[src/rtl/seg_pkg.sv]
// seg_pkg: shared constants, slot type and helpers for the 7-segment scan controller.
package seg_pkg;

    localparam logic [6:0] SEG_BLANK = 7'h7F;
    localparam int MAX_DIGITS = 8;
    localparam int MAX_IDX_W = $clog2(MAX_DIGITS);

    typedef enum logic {S_BLANK, S_SHOW} slot_t;

    function automatic int width_of(input int n);
        return (n > 1) ? $clog2(n) : 1;
    endfunction

    // Active-low one-hot anode pattern; all ones when nothing is lit.
    function automatic logic [MAX_DIGITS-1:0] an_decode(input logic en, input logic [MAX_IDX_W-1:0] idx);
        return en ? ~(MAX_DIGITS'(1) << idx) : '1;
    endfunction

endpackage

[src/rtl/dec7seg.sv]
// dec7seg: hex nibble to active-low {g,f,e,d,c,b,a} segment pattern.
module dec7seg (
    input  logic [3:0] hex,
    output logic [6:0] seg
);

    always_comb begin
        seg = 7'h7F;
        case (hex)
            4'h0: seg = 7'h40;
            4'h1: seg = 7'h79;
            4'h2: seg = 7'h24;
            4'h3: seg = 7'h30;
            4'h4: seg = 7'h19;
            4'h5: seg = 7'h12;
            4'h6: seg = 7'h02;
            4'h7: seg = 7'h78;
            4'h8: seg = 7'h00;
            4'h9: seg = 7'h10;
            4'hA: seg = 7'h08;
            4'hB: seg = 7'h03;
            4'hC: seg = 7'h46;
            4'hD: seg = 7'h21;
            4'hE: seg = 7'h06;
            4'hF: seg = 7'h0E;
            default: seg = 7'h7F;
        endcase
    end

endmodule

[src/rtl/seg_scan_ctrl.sv]
// seg_scan_ctrl: time-multiplexed common-anode 7-segment scanner with blanking gap,
// leading-zero suppression and a frame-synchronous double-buffered value.
module seg_scan_ctrl #(
    parameter int NUM_DIGITS = 4,
    parameter int DIV_CYCLES = 50000,
    parameter int BLANK_CYCLES = 500
) (
    input  logic                    clk,
    input  logic                    rst,
    input  logic [4*NUM_DIGITS-1:0] value_in,
    input  logic                    load,
    input  logic                    lz_en,
    input  logic                    disp_en,
    output logic [6:0]              seg,
    output logic [NUM_DIGITS-1:0]   an,
    output logic                    load_pending,
    output logic                    frame_tick
);

    import seg_pkg::*;

    localparam int CNT_W = width_of(DIV_CYCLES);
    localparam int IDX_W = width_of(NUM_DIGITS);

    logic [CNT_W-1:0]        cnt;
    logic [IDX_W-1:0]        idx;
    logic [4*NUM_DIGITS-1:0] active;
    logic [4*NUM_DIGITS-1:0] shadow;
    logic [NUM_DIGITS-1:0]   lz;
    logic [NUM_DIGITS-1:0]   an_nx;
    logic [3:0]              nib;
    logic [6:0]              dec_seg;
    logic                    wrap;
    logic                    boundary;
    logic                    show;
    logic                    zero;
    slot_t                   slot;

    assign wrap     = cnt == CNT_W'(DIV_CYCLES - 1);
    assign boundary = wrap && idx == IDX_W'(NUM_DIGITS - 1);
    assign slot     = (cnt < CNT_W'(BLANK_CYCLES)) ? S_BLANK : S_SHOW;
    assign nib      = active[{idx, 2'b00} +: 4];

    dec7seg u_dec (
        .hex (nib),
        .seg (dec_seg)
    );

    // A digit is suppressed when it and every more-significant nibble are zero; digit 0 always shows.
    always_comb begin
        lz = '0;
        zero = 1'b1;
        for (int k = NUM_DIGITS - 1; k > 0; k--) begin
            zero = zero && active[4*k +: 4] == 4'h0;
            lz[k] = lz_en && zero;
        end
        show = slot == S_SHOW && disp_en && !lz[idx];
        an_nx = NUM_DIGITS'(an_decode(show, MAX_IDX_W'(idx)));
    end

    always_ff @(posedge clk or posedge rst) begin
        if (rst) begin
            cnt          <= '0;
            idx          <= '0;
            active       <= '0;
            shadow       <= '0;
            load_pending <= 1'b0;
            frame_tick   <= 1'b0;
            an           <= '1;
            seg          <= SEG_BLANK;
        end else begin
            cnt        <= wrap ? '0 : cnt + 1'b1;
            frame_tick <= boundary;
            an         <= an_nx;
            seg        <= show ? dec_seg : SEG_BLANK;
            if (wrap)
                idx <= (idx == IDX_W'(NUM_DIGITS - 1)) ? '0 : idx + 1'b1;
            // A load landing on the boundary goes straight to the display.
            if (load && boundary) begin
                active       <= value_in;
                shadow       <= value_in;
                load_pending <= 1'b0;
            end else if (load) begin
                shadow       <= value_in;
                load_pending <= 1'b1;
            end else if (boundary && load_pending) begin
                active       <= shadow;
                load_pending <= 1'b0;
            end
        end
    end

endmodule

[config.mk]
export PLATFORM = sky130hd
export DESIGN_NAME = seg_scan_ctrl
export DESIGN_NICKNAME = d
export VERILOG_FILES = /design/src/rtl/seg_pkg.sv /design/src/rtl/dec7seg.sv /design/src/rtl/seg_scan_ctrl.sv
export SDC_FILE = /design/constraint.sdc
export NUM_CORES = 1
export LEC_CHECK = 0
export CAP_MARGIN = 20
export CORE_MARGIN = 4
export CORE_UTILIZATION = 30
export CTS_BUF_LIST = sky130_fd_sc_hd__clkbuf_4 sky130_fd_sc_hd__clkbuf_8
export CTS_CLUSTER_DIAMETER = 100
export DETAILED_ROUTE_END_ITERATION = 8
export DONT_BUFFER_PORTS = 1
export PLACE_DENSITY_LB_ADDON = 0.25
export SKIP_CTS_REPAIR_TIMING = 1
export SLEW_MARGIN = 20
export SYNTH_ARGS = -nofsm -noshare
export SYNTH_HDL_FRONTEND = slang
export SYNTH_SLANG_ARGS = --single-unit
[constraint.sdc]
create_clock -name clk -period 2.9 [get_ports clk]
set_clock_uncertainty 0.15 [all_clocks]
set_input_delay 0.58 -clock clk [delete_from_list [all_inputs] [get_ports clk]]
set_output_delay 0.58 -clock clk [all_outputs]
set_load 0.01 [all_outputs]
==> metrics.md <==
| Metric | Value |
|---|---|
| Status | `complete, no violations` |
| Synthesized area | `about 3200 sq um` |
| Clock Tree Buf Depth | `2` |
| Avg Cell Area, Syn | `11.7 sq um` |
| IO buf count | `0` |
| Final hold slack | `0.229 ns` |
| Gr usage total | `0.114` |
| WL final | `6670 um` |
| Gate Count Post-Synth | `270` |
| Maxcap violations | `0` |
| Core area | `10300 sq um` |
| Vias post-DR | `~2100` |
| Hold Vio Cnt, Final | `0` |
| Max VDD drop | `about 210 uV` |
| Die footprint | `12300 sq um` |
| Initial antenna violation count | `0` |
| RSZ-0062 raised after global routing | `no` |
| Final Max Tran Viols | `0` |
| Initial core utilization | `0.307` |
| Worst-Skew Late Latency | `0.34 ns` |
| Root buf cell | `clkbuf_8` |
| Die span in y | `111 um` |
| Worst-margin pin slew | `0.928 ns` |
| Filler Cell Count | `around 1000` |
| Share of the synthesized area in the top cell type | `0.411` |
| Chip width | `111 um` |
| Slew headroom | `0.378` |
| Cts bufs inserted | `9` |
| Placed insts | `just under 400` |
| Arrival time at the worst endpoint | `2.38 ns` |
| Layout area overhead | `12.5%` |
| DPL Wire Length | `between 4000 and 5000 um` |
| Lkg Pwr | `roughly 1.5 nW` |
| Crit path max fanout | `6` |
| Post-DR vias/cell | `5.17` |
| Clk sinks | `63` |
| Synthesis-stage register bit count | `63` |
| Row count | `37` |
| First-pass GRT wire length | `11300 um` |
| Clk slew on worst S/H paths | `0.08 ns` |
| Sum Neg Setup Slack | `0 ns` |
| Antenna Nets Post-Route | `0` |
| Reg2reg setup slack | `~0.6 ns` |
| DRC | `0` |
| Synth area leaders | `dfrtp_1 41%, dfstp_2 9.1%, mux2_2 6.4%` |
| CP Class | `flop to flop` |
| Worst setup SP type | `flop` |
| Final Critical Period | `2.32 ns` |
| Number of global-route vias before repair | `2132` |
| Req. time, crit path | `2.97 ns` |
| Post-synthesis sequential area ratio | `0.502` |
| Hold WC Path Type | `primary input to flop` |
| CTS tree | `built` |
| Syn_nets | `about 300` |
| Yosys warning count | `0` |
| Routed len/inst | `16.1 um` |
| Largest net degree at the start of global routing | `35` |
| H-tree Lvls | `3` |
| PwrDens | `540 nW/um^2` |
| I/O pin total | `34` |
| Initial DRC Count | `105` |
| Biggest area consumer among synthesized cells | `dfrtp_1` |
| GP Congestion | `0.770` |
| Finished Layout Cells | `414` |
| TritonRoute pass-1 iters | `4` |
| Grt ovf | `0` |
| Commonest non-fill, non-tap cell in the layout | `dfrtp_1` |
| Top FF cell, synth | `dfrtp_1` |
| Setup violators final | `0` |
| Nets | `~310` |
| Period utilization | `0.798` |
| Synth cell types | `47` |
| Ant. Diodes | `0` |
| Share of cells above drive strength 1 | `0.230` |
| Number of flops mapped to enable cells by yosys | `0` |
| Commonest non-fill, non-tap cells in the layout | `52 x dfrtp_1, 18 x nand3_1, 18 x mux2_2` |
| Crit end category | `flop` |
| Asr flop ratio synth | `1.00` |
| Fmax | `432 MHz` |
[flip-flops by register name (all words and copies together) (netlist names)]
register	cells
active	16
shadow	16
idx	2
seg	7
cnt	16
frame_tick	1
an	4
load_pending	1
[logic make-up (layout without fill, tap and decap cells)]
| family | after synthesis | in the layout | synth area share |
|---|---|---|---|
| AO/OA/AOI/OAI | 54 | 54 | 0.129 |
| adder cells (fa/ha/maj) | 11 | 11 | 0.0435 |
| multiplexers | 30 | 30 | 0.118 |
| AND/OR/NAND/NOR | 76 | 76 | 0.145 |
| buffers and inverters | 25 | 33 | 0.0316 |
| flip-flops | 63 | 63 | 0.502 |
| XOR/XNOR | 11 | 11 | 0.0304 |
[critical path, stage by stage, from the launching register on]
cell and delay [ns]:
dfrtp_1 0.47, mux4_2 0.47, inv_1 0.10, ha_1 0.26
or4_1 0.53, nand4_1 0.11, o211ai_1 0.11
[per-layer routing]
metal  vias up  track usage  part of all wire
met5         -            0                 0
met4         0       0.0443             0.014
met1      1070        0.157              0.49
li1       1019            -                 -
met3         9       0.0426             0.065
met2        44        0.163              0.43
[metrics by stage]
step / cell area, sq um / total power (W) / util / worst slack [ns]
finish: 3560 / 0.00192 / 0.345 / 0.584
global route: 3560 / 0.00202 / 0.345 / 0.456
CTS: 3550 / 0.00196 / 0.344 / 0.584
detailed placement: 3320 / 0.00108 / 0.322 / 0.589
global placement: 3320 / 0.00107 / 0.322 / 0.616
floorplan: 3170 / 0.00105 / - / 0.537
[where the power goes]
group	internal (W)	total (W)	switching (W)
clock	0.000494	0.000866	0.000372
sequential	0.000913	0.000937	0.0000241
combinational	0.0000620	0.000121	0.0000590
[cells in the mapped netlist (4+ instances only)]
master / count
dfrtp_1: 52
mux2_2: 18
nand3_1: 18
a22oi_1: 16
o2bb2ai_1: 16
nor2_1: 13
dfstp_2: 11
ha_1: 11
clkbuf_1: 10
inv_1: 9
nand4_1: 9
mux2i_1: 8
xnor2_1: 6
a21oi_1: 5
buf_2: 5
xor2_1: 5
and3_1: 4
mux4_2: 4
nand2_1: 4
o21ai_0: 4
[final cells by class]
cell class	count	area [sq um]	share of cell area
Clock inverter	7	104	0.0292
Sequential cell	63	1590	0.447
Timing Repair Buffer	8	62.6	0.0176
Multi-Input combinational cell	182	1480	0.414
Tap cell	136	170	0.0478
Clock buffer	9	124	0.0348
Inverter	9	33.8	0.00949
[worst paths after layout]
kind	startpoint	to	cells past startpoint
setup / recovery	idx[0]	seg[0]	6
min in group asynchronous	rst	shadow[8]	2
hold / removal	value_in[8]	shadow[8]	1
max in group asynchronous	rst	an[1]	3
setup reg to reg	idx[0]	seg[0]	6
hold reg to reg	active[1]	active[1]	1
(Power assumes the default switching activity.)
